===== config.mk =====
export PLATFORM = sky130hd
export DESIGN_NAME = mem_stage_lsu
export DESIGN_NICKNAME = d
export VERILOG_FILES = /design/src/rtl/lsu_pkg.sv /design/src/rtl/lsu_lane_align.sv /design/src/rtl/mem_stage_lsu.sv
export SDC_FILE = /design/constraint.sdc
export NUM_CORES = 1
export LEC_CHECK = 0
export ABC_CLOCK_PERIOD_IN_PS = 2800
export CAP_MARGIN = 10
export CORE_AREA = 2 2 167 169
export CTS_CLUSTER_DIAMETER = 50
export DETAILED_ROUTE_END_ITERATION = 6
export DIE_AREA = 0 0 169 171
export PLACE_DENSITY = 0.72
export REMOVE_ABC_BUFFERS = 1
export SYNTH_ARGS = -nofsm -noshare
export SYNTH_HDL_FRONTEND = slang
export SYNTH_HIERARCHICAL = 1
export SYNTH_SLANG_ARGS = --single-unit

===== constraint.sdc =====
create_clock -name clk -period 2.8 [get_ports clk]
set_clock_uncertainty 0.15 [all_clocks]
set_input_delay 0.56 -clock clk [delete_from_list [all_inputs] [get_ports clk]]
set_output_delay 0.56 -clock clk [all_outputs]
set_load 0.05 [all_outputs]

===== src/rtl/lsu_pkg.sv =====
// Shared definitions for the memory-stage load/store unit.
// Holds the funct3 encodings for loads and stores and the access FSM state type.
package lsu_pkg;

    // Load encodings (funct3)
    localparam logic [2:0] LB  = 3'b000;
    localparam logic [2:0] LH  = 3'b001;
    localparam logic [2:0] LW  = 3'b010;
    localparam logic [2:0] LD  = 3'b011;
    localparam logic [2:0] LBU = 3'b100;
    localparam logic [2:0] LHU = 3'b101;
    localparam logic [2:0] LWU = 3'b110;

    // Store encodings (funct3)
    localparam logic [2:0] SB  = 3'b000;
    localparam logic [2:0] SH  = 3'b001;
    localparam logic [2:0] SW  = 3'b010;
    localparam logic [2:0] SD  = 3'b011;

    typedef enum logic [1:0] {
        IDLE = 2'd0,
        REQ  = 2'd1,
        RSP  = 2'd2
    } lsu_state_e;

endpackage


===== src/rtl/lsu_lane_align.sv =====
// Combinational byte-lane logic for the load/store unit.
// Request side: byte enables, lane-replicated store data, misaligned/illegal decode.
// Response side: shifts the returned word down by the latched offset and extends it.
// Ports:
//   addr_lo     low address bits of the access being decoded
//   funct3      access size/signedness of the access being decoded
//   is_store    access being decoded is a store
//   store_data  raw store operand
//   be, wdata   byte enables and replicated store data
//   misaligned  address not a multiple of the access size
//   illegal     encoding not supported for this width/direction
//   rsp_off     latched byte offset of the outstanding load
//   rsp_funct3  latched funct3 of the outstanding load
//   rdata       raw memory response
//   load_data   extracted and extended load result
module lsu_lane_align
    import lsu_pkg::*;
#(
    parameter  int DATA_WIDTH = 32,
    localparam int NB         = DATA_WIDTH / 8,
    localparam int OFFW       = $clog2(NB)
) (
    input  logic [2:0]            addr_lo,
    input  logic [2:0]            funct3,
    input  logic                  is_store,
    input  logic [DATA_WIDTH-1:0] store_data,
    output logic [NB-1:0]         be,
    output logic [DATA_WIDTH-1:0] wdata,
    output logic                  misaligned,
    output logic                  illegal,
    input  logic [OFFW-1:0]       rsp_off,
    input  logic [2:0]            rsp_funct3,
    input  logic [DATA_WIDTH-1:0] rdata,
    output logic [DATA_WIDTH-1:0] load_data
);

    logic [OFFW-1:0]       off;
    logic [DATA_WIDTH-1:0] shifted;

    assign off = addr_lo[OFFW-1:0];

    always_comb begin
        be    = '1;
        wdata = store_data;
        case (funct3[1:0])
            2'b00: begin
                be    = NB'(1) << off;
                wdata = {NB{store_data[7:0]}};
            end
            2'b01: begin
                be    = NB'(2'b11) << off;
                wdata = {(NB/2){store_data[15:0]}};
            end
            2'b10: begin
                be    = NB'(4'hF) << off;
                wdata = {(NB/4){store_data[31:0]}};
            end
            default: begin
                be    = '1;
                wdata = store_data;
            end
        endcase
    end

    always_comb begin
        misaligned = 1'b0;
        case (funct3[1:0])
            2'b01:   misaligned = addr_lo[0];
            2'b10:   misaligned = |addr_lo[1:0];
            2'b11:   misaligned = |addr_lo[2:0];
            default: misaligned = 1'b0;
        endcase
    end

    // Doubles and LWU only exist on the 64-bit datapath; stores have no unsigned forms.
    assign illegal = (funct3 == 3'b111)
                   | (is_store & funct3[2])
                   | ((DATA_WIDTH == 32) && ((funct3 == LD) || (funct3 == LWU)));

    assign shifted = rdata >> {rsp_off, 3'b000};

    // Size casts of signed operands sign-extend; LW on a 32-bit datapath reduces to a pass-through.
    always_comb begin
        case (rsp_funct3)
            LB:      load_data = DATA_WIDTH'($signed(shifted[7:0]));
            LH:      load_data = DATA_WIDTH'($signed(shifted[15:0]));
            LW:      load_data = DATA_WIDTH'($signed(shifted[31:0]));
            LBU:     load_data = DATA_WIDTH'(shifted[7:0]);
            LHU:     load_data = DATA_WIDTH'(shifted[15:0]);
            LWU:     load_data = DATA_WIDTH'(shifted[31:0]);
            default: load_data = shifted;
        endcase
    end

endmodule


===== src/rtl/mem_stage_lsu.sv =====
// Memory-stage load/store unit between the execute and writeback pipeline registers.
// Issues one aligned access at a time over a req/ready/rvalid handshake, stalling the
// pipeline until it completes; faulting accesses raise mem_exc instead of being issued.
// Ports:
//   clk, rst_n                      clock, asynchronous active-low reset
//   in_valid + *M inputs            instruction in the memory stage
//   stall                           hold upstream stages (M inputs must stay stable)
//   mem_req/we/addr/be/wdata        request to data memory, held until mem_ready
//   mem_ready, mem_rvalid, mem_rdata  memory handshake and load response
//   valid_W ... MemReadDataW        registered writeback outputs
//   mem_exc                         one-cycle pulse for misaligned/illegal accesses
//   RegWriteH, RdH, ALUResultH      forwarding taps of the M inputs
module mem_stage_lsu
    import lsu_pkg::*;
#(
    parameter  int DATA_WIDTH = 32,
    parameter  int ADDR_WIDTH = 32,
    localparam int NB         = DATA_WIDTH / 8
) (
    input  logic                  clk,
    input  logic                  rst_n,
    input  logic                  in_valid,
    input  logic [DATA_WIDTH-1:0] PCPlus4M,
    input  logic [DATA_WIDTH-1:0] ALUResultM,
    input  logic [DATA_WIDTH-1:0] MemWriteDataM,
    input  logic [DATA_WIDTH-1:0] UpperImmExtM,
    input  logic                  RegWriteM,
    input  logic                  MemWriteM,
    input  logic                  MemReadM,
    input  logic [1:0]            ResultSrcM,
    input  logic [4:0]            RdM,
    input  logic [2:0]            Funct3M,
    output logic                  stall,
    output logic                  mem_req,
    output logic                  mem_we,
    output logic [ADDR_WIDTH-1:0] mem_addr,
    output logic [NB-1:0]         mem_be,
    output logic [DATA_WIDTH-1:0] mem_wdata,
    input  logic                  mem_ready,
    input  logic                  mem_rvalid,
    input  logic [DATA_WIDTH-1:0] mem_rdata,
    output logic                  valid_W,
    output logic                  RegWriteW,
    output logic [1:0]            ResultSrcW,
    output logic [4:0]            RdW,
    output logic [DATA_WIDTH-1:0] PCPlus4W,
    output logic [DATA_WIDTH-1:0] ALUResultW,
    output logic [DATA_WIDTH-1:0] UpperImmExtW,
    output logic [DATA_WIDTH-1:0] MemReadDataW,
    output logic                  mem_exc,
    output logic                  RegWriteH,
    output logic [4:0]            RdH,
    output logic [DATA_WIDTH-1:0] ALUResultH
);

    localparam int OFFW = $clog2(NB);

    lsu_state_e            state, state_next;
    logic [ADDR_WIDTH-1:0] addr_m;
    logic                  mem_op, legal_op, fault;
    logic                  misaligned, illegal;
    logic [NB-1:0]         be_m;
    logic [DATA_WIDTH-1:0] wdata_m, load_data;
    logic [2:0]            lat_funct3;
    logic [OFFW-1:0]       lat_off;

    assign addr_m   = ADDR_WIDTH'(ALUResultM);
    assign mem_op   = in_valid & (MemReadM | MemWriteM);
    assign legal_op = mem_op & ~(misaligned | illegal);
    // Faults are only decoded for a fresh instruction; an accepted access was legal.
    assign fault    = mem_op & (misaligned | illegal) & (state == IDLE);

    assign RegWriteH  = RegWriteM;
    assign RdH        = RdM;
    assign ALUResultH = ALUResultM;

    lsu_lane_align #(.DATA_WIDTH(DATA_WIDTH)) u_align (
        .addr_lo    (addr_m[2:0]),
        .funct3     (Funct3M),
        .is_store   (MemWriteM),
        .store_data (MemWriteDataM),
        .be         (be_m),
        .wdata      (wdata_m),
        .misaligned (misaligned),
        .illegal    (illegal),
        .rsp_off    (lat_off),
        .rsp_funct3 (lat_funct3),
        .rdata      (mem_rdata),
        .load_data  (load_data)
    );

    assign mem_req = (state == REQ);

    always_ff @(posedge clk or negedge rst_n) begin
        if (!rst_n) state <= IDLE;
        else        state <= state_next;
    end

    always_comb begin
        state_next = state;
        stall      = 1'b0;
        case (state)
            IDLE: begin
                if (legal_op) begin
                    stall      = 1'b1;
                    state_next = REQ;
                end
            end
            REQ: begin
                stall = !(mem_we & mem_ready);
                if (mem_ready) state_next = mem_we ? IDLE : RSP;
            end
            RSP: begin
                stall = !mem_rvalid;
                if (mem_rvalid) state_next = IDLE;
            end
            default: state_next = IDLE;
        endcase
    end

    // Request fields are captured once and held for the whole handshake.
    always_ff @(posedge clk or negedge rst_n) begin
        if (!rst_n) begin
            mem_we     <= 1'b0;
            mem_addr   <= '0;
            mem_be     <= '0;
            mem_wdata  <= '0;
            lat_funct3 <= '0;
            lat_off    <= '0;
        end else if ((state == IDLE) && legal_op) begin
            mem_we     <= MemWriteM;
            mem_addr   <= {addr_m[ADDR_WIDTH-1:OFFW], OFFW'(0)};
            mem_be     <= be_m;
            mem_wdata  <= wdata_m;
            lat_funct3 <= Funct3M;
            lat_off    <= addr_m[OFFW-1:0];
        end
    end

    // Writeback registers: a bubble while stalled, otherwise capture the M stage.
    always_ff @(posedge clk or negedge rst_n) begin
        if (!rst_n) begin
            valid_W      <= 1'b0;
            RegWriteW    <= 1'b0;
            ResultSrcW   <= '0;
            RdW          <= '0;
            PCPlus4W     <= '0;
            ALUResultW   <= '0;
            UpperImmExtW <= '0;
            MemReadDataW <= '0;
            mem_exc      <= 1'b0;
        end else if (stall) begin
            valid_W   <= 1'b0;
            RegWriteW <= 1'b0;
            mem_exc   <= 1'b0;
        end else begin
            valid_W      <= in_valid;
            RegWriteW    <= in_valid & RegWriteM & ~fault;
            ResultSrcW   <= ResultSrcM;
            RdW          <= RdM;
            PCPlus4W     <= PCPlus4M;
            ALUResultW   <= ALUResultM;
            UpperImmExtW <= UpperImmExtM;
            MemReadDataW <= (state == RSP) ? load_data : '0;
            mem_exc      <= fault;
        end
    end

endmodule


# Word level (Yosys, flattened, before mapping)
# Cells that the tools add are included.
dict set report classes {
  eq_ne 14
  shift 4
  muxes 15
  n_bitwise 14
  n_reduce_logical 10
}
# cell n
set ops {}
lappend ops {{$pmux W32 S4} 1}
lappend ops {{$pmux W32 S2} 1}
lappend ops {{$mux W32} 1}
lappend ops {{$shr A32 B5 Y32} 1}
lappend ops {{$eq A3 B3 Y1 const B} 4}
lappend ops {{$pmux W4 S3} 1}
lappend ops {{$and A1 B1 Y1} 8}
lappend ops {{$mux W2} 4}
lappend ops {{$eq A2 B2 Y1 const B} 3}
lappend ops {{$pmux W1 S3} 2}
lappend ops {{$pmux W2 S3} 1}
lappend ops {{$eq A2 B1 Y1 const B} 2}
lappend ops {{$logic_not A2 Y1} 2}
lappend ops {{$mux W1} 4}
lappend ops {{$ne A2 B2 Y1 const B} 2}
lappend ops {{$or A1 B1 Y1} 4}
lappend ops {{$shl A1 B2 Y4 const A} 1}
lappend ops {{$shl A2 B2 Y4 const A} 1}
lappend ops {{$shl A4 B2 Y4 const A} 1}
lappend ops {{$eq A3 B1 Y1 const B} 1}
lappend ops {{$eq A3 B2 Y1 const B} 1}
lappend ops {{$logic_not A3 Y1} 1}
lappend ops {{$reduce_and A3 Y1} 1}
lappend ops {{$reduce_or A3 Y1} 1}
lappend ops {{6 further kinds} 8}
dict set report word_totals {
  regBits 212
  inputBits 178
  out_inout_bits 247
  wordCells 73
}

# Longest topological paths before layout
# Gate-level depths: netlist of run 1.
dict set report logic_depth {
  depth_word 9
  depth_mapped 12
  depth_no_buf 8
}

# Hierarchy
# Netlist of run 1, hierarchy kept.
# module instances cells_per_inst area_each_um2 seq_area_each_um2
set modules_own_cells {}
lappend modules_own_cells {mem_stage_lsu 1 508 8202.9 5305.1}
lappend modules_own_cells {lsu_lane_align 1 205 1415.1 0.0}

# Worst setup path after synthesis of run 1
# Ideal clock, no wire load.
dict set report synth_timing {
  kind {input-to-output}
  from {input port Funct3M[1]}
  to {output port stall}
  arrival_ps 2197
  path_slack_ps -107
  stages 11
  path_buffers 4
  cell_sequence {inv_1 > ha_1 > clkbuf_1 > a211oi_1 > nor3_1 > nor2_1 > nand3b_1 > o21ai_1 > buf_6 > buf_6 > buf_4}
}
# element line
set synth_rtl {}
lappend synth_rtl {{start, declared} mem_stage_lsu.sv:32} ;# input logic [2:0] Funct3M,
lappend synth_rtl {{$eq A2 B2 Y1 / $eq A2 B1 Y1 (equally long branches)} lsu_lane_align.sv:67} ;# case (funct3[1:0])
lappend synth_rtl {{$pmux W1 S3 *} lsu_lane_align.sv:67}
lappend synth_rtl {{via misaligned} mem_stage_lsu.sv:61} ;# logic misaligned, illegal;
lappend synth_rtl {{$or A1 B1 Y1 *} mem_stage_lsu.sv:69} ;# assign legal_op = mem_op & ~(misaligned | illegal);
lappend synth_rtl {{$not A1 Y1 *} mem_stage_lsu.sv:69}
lappend synth_rtl {{$and A1 B1 Y1 *} mem_stage_lsu.sv:69}
lappend synth_rtl {{$mux W1 *} mem_stage_lsu.sv:104} ;# if (legal_op) begin
lappend synth_rtl {{$pmux W1 S3 *} mem_stage_lsu.sv:102} ;# case (state)
lappend synth_rtl {{end, declared} mem_stage_lsu.sv:33} ;# output logic stall,
# The timed path passes the listed nets; every way through them passes the cells marked *.

# Worst setup path in the final report of run 1
# Ends and elaborated chain as after synthesis.

==> results.yml, run 1 <==
setup_path:
  r2r-end: "MemReadDataW[17]"
  crit_path_end_kind: "output pin"
  required_ns: 2.09
  reg2reg_depth: 6
  path_max_fanout: 4
  cp-start-kind: "primary input"
  criticalPathCategory: "in -> out"
  cp.arrival_ns: 2.08
  r2r-start: "lat_off[0]"
  r2r_setup_slack_ns: 0.66
clocking:
  clock_tree.root_cell: "clkbuf_16"
  clockBufferDepth: 3
  cts_tree: "done"
  clock_latency_ns: 0.52
  clk_pin_slew_ns: 0.06
  cts_buffers: 28
  cts.sinks: 212
  htreeDepth: 1
floorplan:
  core_sq_um: 27300
  dieArea_sq_um: 28900
  start_util: 0.352
  num_rows: 61
  pin_count: 425
  die_y_microns: 171
  fp.dieW_microns: 169
route:
  drc: 0
  route.antenna.remaining_nets: 0
  vias_per_cell: 4.89
  wl_per_cell_microns: 19.2
  drt_iter0_markers: 366
  vias: 7298
  firstDrtPassIters: 4
  drt_wl_total_mm: 28.7
min_path:
  min_path_cells: 3
  holdPathEnd: "lat_funct3[0]"
  min-delay-start: "Funct3M[0]"
  hold_path_class: "in -> reg"
timing:
  finalSetupViolCount: 0
  slew_headroom: 0.485
  rsz0062_at_grt: "true"
  hold_viol_final: 0
  min_period_ns: 2.79
  fin_crit_sh: 0.996
  drv_slew: 0
  tns_ns: 0
  tightest_slew_ns: 0.770
  max_freq_mhz: 359
cells_and_area:
  syn_to_final_growth_pct: 56.9
  diodes: 0
  drive_above_1_share: 0.310
  multiInputGateArea_sq_um: 3720
  final-seq-area_sq_um: 5310
  final_common_cell: "clkdlybuf4s50_1"
  nNetsFinal: 1309
  stdcell_area_sq_um: 15100
  most-common-layout-cells: "clkdlybuf4s50_1, dfrtp_1, mux2_2, buf_4, nand2_1"
  fillers: 2270
yosys:
  synth_cells: 713
  ys_ff_latch: 212
  synth_top_area_cell: "dfrtp_1"
  netlist_top_cells_area: "dfrtp_1, mux2_2, buf_4"
  synth-edff-count: 0
  synthFlopType: "dfrtp_1"
  async_reset_ff_frac: 1.00
  yosys.cell_types.count: 41
  synth_warnings: 6
  ys_seq_area_frac: 0.552
  synth.cell_area_sq_um: 9620
  synth_top_area_frac: 0.552
  syn_area_per_cell_sq_um: 13.5
place:
  gp_congestion: 0.805
  io_buffers: 422
  placed_area_sq_um: 14100
  place_hpwl_mm: 21.2
pwr:
  ir_drop_uv: 781
  power.density_nw_per_um2: 1010
  cellLeakagePower_nw: 6.43
run:
  maxCapViolCount: 0
global_route:
  grt_pass1_vias: 7579
  grt_max_degree: 60
  gr-usage-all-layers: 0.190
  antenna_found_initial: 0
  grt_pass1_wl_mm: 43.5
  overflow: 0
run_status:
  run_status: "finished clean"
-- cell usage after synthesis, types with 5 or more instances --
cell        n
a21oi_1    15
a22o_1     40
a22oi_1     8
buf_2      12
buf_4      62
clkbuf_1   10
dfrtp_1   212
ha_1        6
inv_1       5
mux2_2    179
mux2_4      9
mux2i_1    15
nand2_1    55
nor2_1     12
o211ai_1    7
o211ai_2   10
o21ai_0    15
or2_2       8
-- layout make-up --
cell class	count	share of cell area
Inverter	5	0.00124
Timing Repair Buffer	472	0.310
Clock buffer	38	0.0509
Tap cell	346	0.0287
Multi-Input combinational cell	406	0.246
Clock inverter	12	0.0116
Sequential cell	212	0.351
-- per-layer routing --
| metal | vias to the layer above | part of all wire | GRT usage |
|---|---|---|---|
| met1 | 3623 | 0.40 | 0.237 |
| met4 | 0 | 0.016 | 0.0438 |
| met2 | 308 | 0.50 | 0.325 |
| met5 | - | 0 | 0 |
| li1 | 3332 | - | - |
| met3 | 35 | 0.085 | 0.0592 |
-- logic make-up (layout without fill, tap and decap cells) --
family | Yosys count | count (layout) | share of synthesized area
other | 1 | 2 | 0.000390
adder cells (fa/ha/maj) | 6 | 6 | 0.00781
buffers and inverters | 96 | 527 | 0.0684
AO/OA/AOI/OAI | 107 | 107 | 0.0903
AND/OR/NAND/NOR | 88 | 88 | 0.0423
flip-flops | 212 | 212 | 0.552
multiplexers | 203 | 203 | 0.239
-- what timing repair did --
action / in CTS / in global routing
gates resized for setup: 21 / 5
setup endpoints to repair: 23 / 1
hold buffers: 1 / 0
hold endpoints to repair: 48 / 0
pin swaps: 4 / 3
setup buffers: 2 / 2
-- worst max path at each step --
stage / startpoint / to / slack (ns)
floorplan: Funct3M[1] / ALUResultW[0] / -6.19
global placement: Funct3M[1] / UpperImmExtW[27] / -0.57
detailed placement: Funct3M[1] / UpperImmExtW[23] / -0.58
CTS: Funct3M[1] / stall / -0.04
global route: Funct3M[0] / stall / -0.08
finish: Funct3M[1] / stall / 0.01
-- worst max-delay path: stages --
cell	delay, ns
buf_8	0.10
buf_6	0.12
ha_4	0.16
a211oi_2	0.19
nor3_1	0.10
nor2_2	0.10
nand3b_1	0.19
o21ai_4	0.26
buf_12	0.15
buf_12	0.13
-- stage by stage --
step                setup WS, ns  instances  total power [W]  hold slack, ns  utilization
finish                    0.0124       1491           0.0153           0.312        0.552
CTS                      -0.0416       1489           0.0154           0.302        0.551
global route             -0.0793       1491           0.0159           0.309        0.552
global placement          -0.568       1436           0.0117           0.337        0.515
floorplan                  -6.19        623          0.00902           0.114            -
detailed placement        -0.577       1436           0.0118           0.340        0.515
-- power by group --
part	switching, W	internal, W	leakage [nW]	total (W)
Clock	0.00137	0.00222	0.453	0.00359
Sequential	0.000464	0.00387	2.57	0.00433
Combinational	0.00455	0.00282	3.41	0.00737
Total	0.00639	0.00891	6.43	0.0153
-- state kept, by name, indices dropped and copies added, names as in the netlist --
register / flops
ALUResultW: 32
mem_exc: 1
PCPlus4W: 32
MemReadDataW: 32
RegWriteW: 1
ResultSrcW: 2
UpperImmExtW: 32
mem_addr: 30
RdW: 5
state: 2
lat_funct3: 3
mem_wdata: 32
mem_we: 1
valid_W: 1
lat_off: 2
mem_be: 4
(Power assumes the default switching activity.)
==> inputs of run 2 (changes only) <==
CORE_AREA = 2 2 165 167   (was 2 2 167 169)
CTS_BUF_LIST = sky130_fd_sc_hd__clkbuf_4 sky130_fd_sc_hd__clkbuf_8   (was default)
DIE_AREA = 0 0 167 169   (was 0 0 169 171)
PLACE_DENSITY = 0.74   (was 0.72)
==> run 2 against run 1 <==
Net effect:
- design area is 1.2% lower
- sequential share of layout area is 0.44 points higher
- critical path depth is 8 lower
- die area is 2.3% lower
- wire length is 0.93% higher
- non-clock buffer count is 3 lower
- power is 2.9% lower
- worst hold slack better by 0.015 ns
- setup slack better by 0.074 ns
- clock power is 11% lower
- count of clock-buffer cells in the layout is 19 higher
- register-to-register slack better by 0.02 ns
- largest power group unchanged
==> results.yml, run 2 (same netlist as run 1, synthesis figures left out) <==
pwr:
  cellLeakagePower_nw: 6.40
  ir_drop_uv: 641
  power.density_nw_per_um2: 996
global_route:
  gr-usage-all-layers: 0.198
  grt_max_degree: 67
  antenna_found_initial: 0
  grt_pass1_wl_mm: 44.5
  overflow: 0
  grt_pass1_vias: 7873
floorplan:
  num_rows: 60
  start_util: 0.363
  fp.dieW_microns: 167
  die_y_microns: 169
  dieArea_sq_um: 28200
  pin_count: 425
  core_sq_um: 26500
route:
  vias: 7356
  firstDrtPassIters: 5
  drt_iter0_markers: 302
  wl_per_cell_microns: 19.3
  drc: 0
  vias_per_cell: 4.91
  route.antenna.remaining_nets: 0
  drt_wl_total_mm: 29.0
clocking:
  clock_tree.root_cell: "clkbuf_8"
  cts.sinks: 212
  cts_buffers: 39
  clock_latency_ns: 0.51
  clockBufferDepth: 3
  htreeDepth: 2
  cts_tree: "done"
  clk_pin_slew_ns: 0.06
timing:
  finalWorstSetupSlack_ns: 0.0863
  whs_ns: 0.328
  fin_crit_sh: 0.969
  slew_headroom: 0.505
  max_freq_mhz: 368
  finalSetupViolCount: 0
  hold_viol_final: 0
  min_period_ns: 2.71
  rsz0062_at_grt: "false"
  drv_slew: 0
  tightest_slew_ns: 0.741
setup_path:
  path_cells: "nor2b_4, clkdlybuf4s50_1"
  crit_path_end_kind: "output pin"
  cp-start-kind: "flop"
  path_max_fanout: 5
  required_ns: 2.09
  criticalPathCategory: "reg -> out"
  crit_path_max_incr_delay_ns: 0.84
  cp.arrival_ns: 2.00
  slowest_stage: "clkdlybuf4s50_1"
place:
  place_ws_ns: -0.535
  gp_congestion: 0.803
  io_buffers: 422
  place_hpwl_mm: 21.1
cells_and_area:
  final_common_cell: "clkdlybuf4s50_1"
  nNetsFinal: 1317
  fin_util: 0.563
  syn_to_final_growth_pct: 55.0
  diodes: 0
  drive_above_1_share: 0.325
  most-common-layout-cells: "clkdlybuf4s50_1, dfrtp_1, mux2_2, buf_4, nand2_1"
run_status:
  run_status: "finished clean"
min_path:
  hold_path_class: "in -> reg"
run:
  maxCapViolCount: 0
==> run 2: changes by cell type in the layout (fill, tap and decap cells not counted), moves of 2 or more <==
cell,before,now
clkinv_2,1,3
dlygate4sd2_1,3,1
dlymetal6s2s_1,1,3
clkinv_4,2,0
clkbuf_4,1,7
clkbuf_16,28,0
clkbuf_8,4,51
buf_12,13,9
clkbuf_1,7,0
inv_8,2,0
==> run 2: metal layers <==
| layer | vias up | global-route usage | routed length [microns] |
|---|---|---|---|
| li1 | 3337 | - | - |
| met1 | 3637 | 0.243 | 11600 |
| met2 | 322 | 0.336 | 14300 |
| met3 | 60 | 0.0542 | 2150 |
| met4 | 0 | 0.0720 | 842 |
| met5 | - | 0 | 0 |
==> run 2: power by group <==
| part | leakage, nW | switching, W | internal (W) |
|---|---|---|---|
| logic | 3.39 | 0.00453 | 0.00279 |
| clock network | 0.437 | 0.00130 | 0.00188 |
| registers | 2.57 | 0.000496 | 0.00387 |
==> run 2: area by class of cell <==
cell class	count	area [sq um]
clock buffer	57	741
multi-input combinational	406	3710
tap	341	427
inverter	5	18.8
clock inverter	8	98.8
sequential	212	5310
timing repair buffer	469	4600
fill	2226	11600
==> run 2: per-stage QoR <==
step                      instance area [sq um]  std cells  setup TNS, ns  total power, W
after global placement                    14000       1429         -81.67          0.0116
after global routing                      14900       1498              0          0.0155
after floorplan                            8980        623       -1015.84         0.00902
after detailed placement                  14000       1429         -93.71          0.0117
final                                     14900       1498              0          0.0149
after CTS                                 14900       1497              0          0.0150
==> run 2: critical path: cells and delay by family, from the launching register on <==
kind	cells	cell delay, ns
buffers and inverters	1	0.84
DFF	1	0.41
and+or+nand+nor	1	0.24
==> run 2: final timing paths <==
path / slack, ns / depth (start not counted) / endpoint / start
worst min register to register: 0.35 / 1 / MemReadDataW[10] / MemReadDataW[10]
max in group asynchronous: 1.32 / 3 / ALUResultW[23] / rst_n
worst min-delay path: 0.33 / 3 / mem_we / MemWriteM
min in group asynchronous: 0.44 / 2 / mem_wdata[15] / rst_n
worst max register to register: 0.68 / 8 / MemReadDataW[12] / state[1]
worst max-delay path: 0.09 / 2 / mem_req / state[0]
==> run 2: repair_timing <==
item / CTS / global route
hold buffers: 1 / 0
setup buffers: 2 / 1
hold endpoints to repair: 45 / 0
endpoints found under the setup margin: 1 / 1
resized for setup: 12 / 12
pin swaps: 3 / 8
==> inputs of run 3 (changes only) <==
CTS_CLUSTER_SIZE = 30   (was default)
MAX_ROUTING_LAYER = met4   (was default)
==> run 3 against run 2 <==
Net effect:
- critical path type is now in -> out
- maximum frequency barely moved
- combinational power barely moved
- first-iteration DRC count rose by 18%
- sequential power barely moved
- utilization fell by 0.72 points
- die area did not move
- non-clock buffer count did not move
- sequential cell count did not move
- design area fell by 1.3%
- critical endpoint is now stall
- register-to-register slack barely moved
==> results.yml, run 3 (same netlist as run 1, synthesis figures left out) <==
timing:
  slew_headroom: 0.485
  drv_slew: 0
  rsz0062_at_grt: "false"
  whs_ns: 0.289
  tightest_slew_ns: 0.771
  min_period_ns: 2.71
  finalSetupViolCount: 0
  fin_crit_sh: 0.969
  max_freq_mhz: 369
  hold_viol_final: 0
place:
  placed_area_sq_um: 14000
  place_hpwl_mm: 21.1
  gp_congestion: 0.814
  io_buffers: 422
setup_path:
  required_ns: 2.09
  cpMostUsedCell: "buf_12"
  path_max_fanout: 5
  r2r_setup_slack_ns: 0.68
  slowest_stage: "a211oi_2"
  crit_path_end_kind: "output pin"
  cp.arrival_ns: 2.00
  crit_path_max_incr_delay_ns: 0.23
  criticalPathCategory: "in -> out"
  cp-start-kind: "primary input"
  path_cells: "clkbuf_2, inv_2, ha_4, a211oi_2, nor3_2, nor2_2, nand3b_1, o21ai_4, buf_12, buf_12"
global_route:
  antenna_found_initial: 1
  grt_max_degree: 67
  grt_pass1_wl_mm: 43.9
  gr-usage-all-layers: 0.201
  overflow: 0
  grt_pass1_vias: 7737
cells_and_area:
  stdcell_area_sq_um: 14700
  fin_util: 0.555
  most-common-layout-cells: "clkdlybuf4s50_1, dfrtp_1, mux2_2, buf_4, nand2_1"
  syn_to_final_growth_pct: 53.0
  drive_above_1_share: 0.316
  nNetsFinal: 1305
  final_common_cell: "clkdlybuf4s50_1"
route:
  firstDrtPassIters: 5
  drt_wl_total_mm: 28.7
  drt_iter0_markers: 357
  vias_per_cell: 4.90
  vias: 7268
  route.antenna.remaining_nets: 0
  wl_per_cell_microns: 19.3
  drc: 0
pwr:
  p_sw_w: 0.00641
  p_int_w: 0.00788
  p_seq_frac: 0.305
  power.density_nw_per_um2: 971
  pwr-share-comb: 0.512
  cellLeakagePower_nw: 6.29
  ir_drop_uv: 659
  power_w: 0.0143
  switching_share: 0.448
  clock_power_share: 0.183
floorplan:
  pin_count: 425
  core_sq_um: 26500
  dieArea_sq_um: 28200
  num_rows: 60
  fp.dieW_microns: 167
  start_util: 0.363
  die_y_microns: 169
clocking:
  clock_tree.root_cell: "clkbuf_8"
  cts_buffers: 27
  htreeDepth: 1
  clock_latency_ns: 0.54
  clk_pin_slew_ns: 0.08
  cts_tree: "done"
  cts.sinks: 212
  clockBufferDepth: 3
run:
  maxCapViolCount: 0
min_path:
  hold_path_class: "in -> reg"
run_status:
  run_status: "finished clean"
## run 3: critical path: cells and delay by family
family / cells / cell delay (ns)
buffers and inverters: 4 / 0.49
AO/OA/AOI/OAI: 2 / 0.44
AND/OR/NAND/NOR: 3 / 0.35
adder cells (fa/ha/maj): 1 / 0.17
## run 3: area by class of cell
cell class / instances / area [sq um]
fillers: 2231 / 11800
flip-flops and latches: 212 / 5310
repair buffers: 469 / 4610
multi-input cells: 406 / 3710
well taps: 341 / 427
clock buffers: 29 / 393
clock inverters: 21 / 250
inverters: 5 / 18.8
diodes: 1 / 2.50
## run 3: power groups by stage
stage / registers [W] / logic, W / clock network [W]
finish: 0.00435 / 0.00731 / 0.00262
detailed placement: 0.00440 / 0.00731 / 0
floorplan: 0.00712 / 0.00189 / 0
global placement: 0.00438 / 0.00726 / 0
global route: 0.00446 / 0.00761 / 0.00284
CTS: 0.00436 / 0.00735 / 0.00271
## run 3: path summary, 6_finish.rpt
check,startpoint,end,cells after the start
setup / recovery,Funct3M[0],stall,10
hold / removal,MemWriteM,mem_we,3
setup reg to reg,lat_off[0],MemReadDataW[23],6
hold reg to reg,PCPlus4W[18],PCPlus4W[18],1
max in group asynchronous,rst_n,UpperImmExtW[0],3
min in group asynchronous,rst_n,mem_wdata[25],2
## run 3: repair_timing
| item | CTS | global route |
|---|---|---|
| gates resized for setup | 12 | 13 |
| hold endpoints to repair | 45 | 0 |
| endpoints found under the setup margin | 1 | 2 |
| buffers inserted | 2 | 1 |
| pin swaps | 3 | 8 |
| hold buffers | 1 | 0 |
## run 3: layer usage
metal / global-route usage / up-vias / part of all wire
met5: - / - / 0
met1: 0.247 / 3591 / 0.41
met2: 0.336 / 314 / 0.49
met3: 0.0407 / 55 / 0.063
li1: - / 3308 / -
met4: 0.0630 / 0 / 0.033
## run 3: per-stage QoR
step                TNS (ns)  cells  worst slack [ns]
floorplan           -1015.84    623             -6.19
global placement      -81.67   1429            -0.452
detailed placement    -93.71   1429            -0.535
CTS                        0   1482         0.0000775
global route               0   1484            0.0151
finish                     0   1484            0.0871
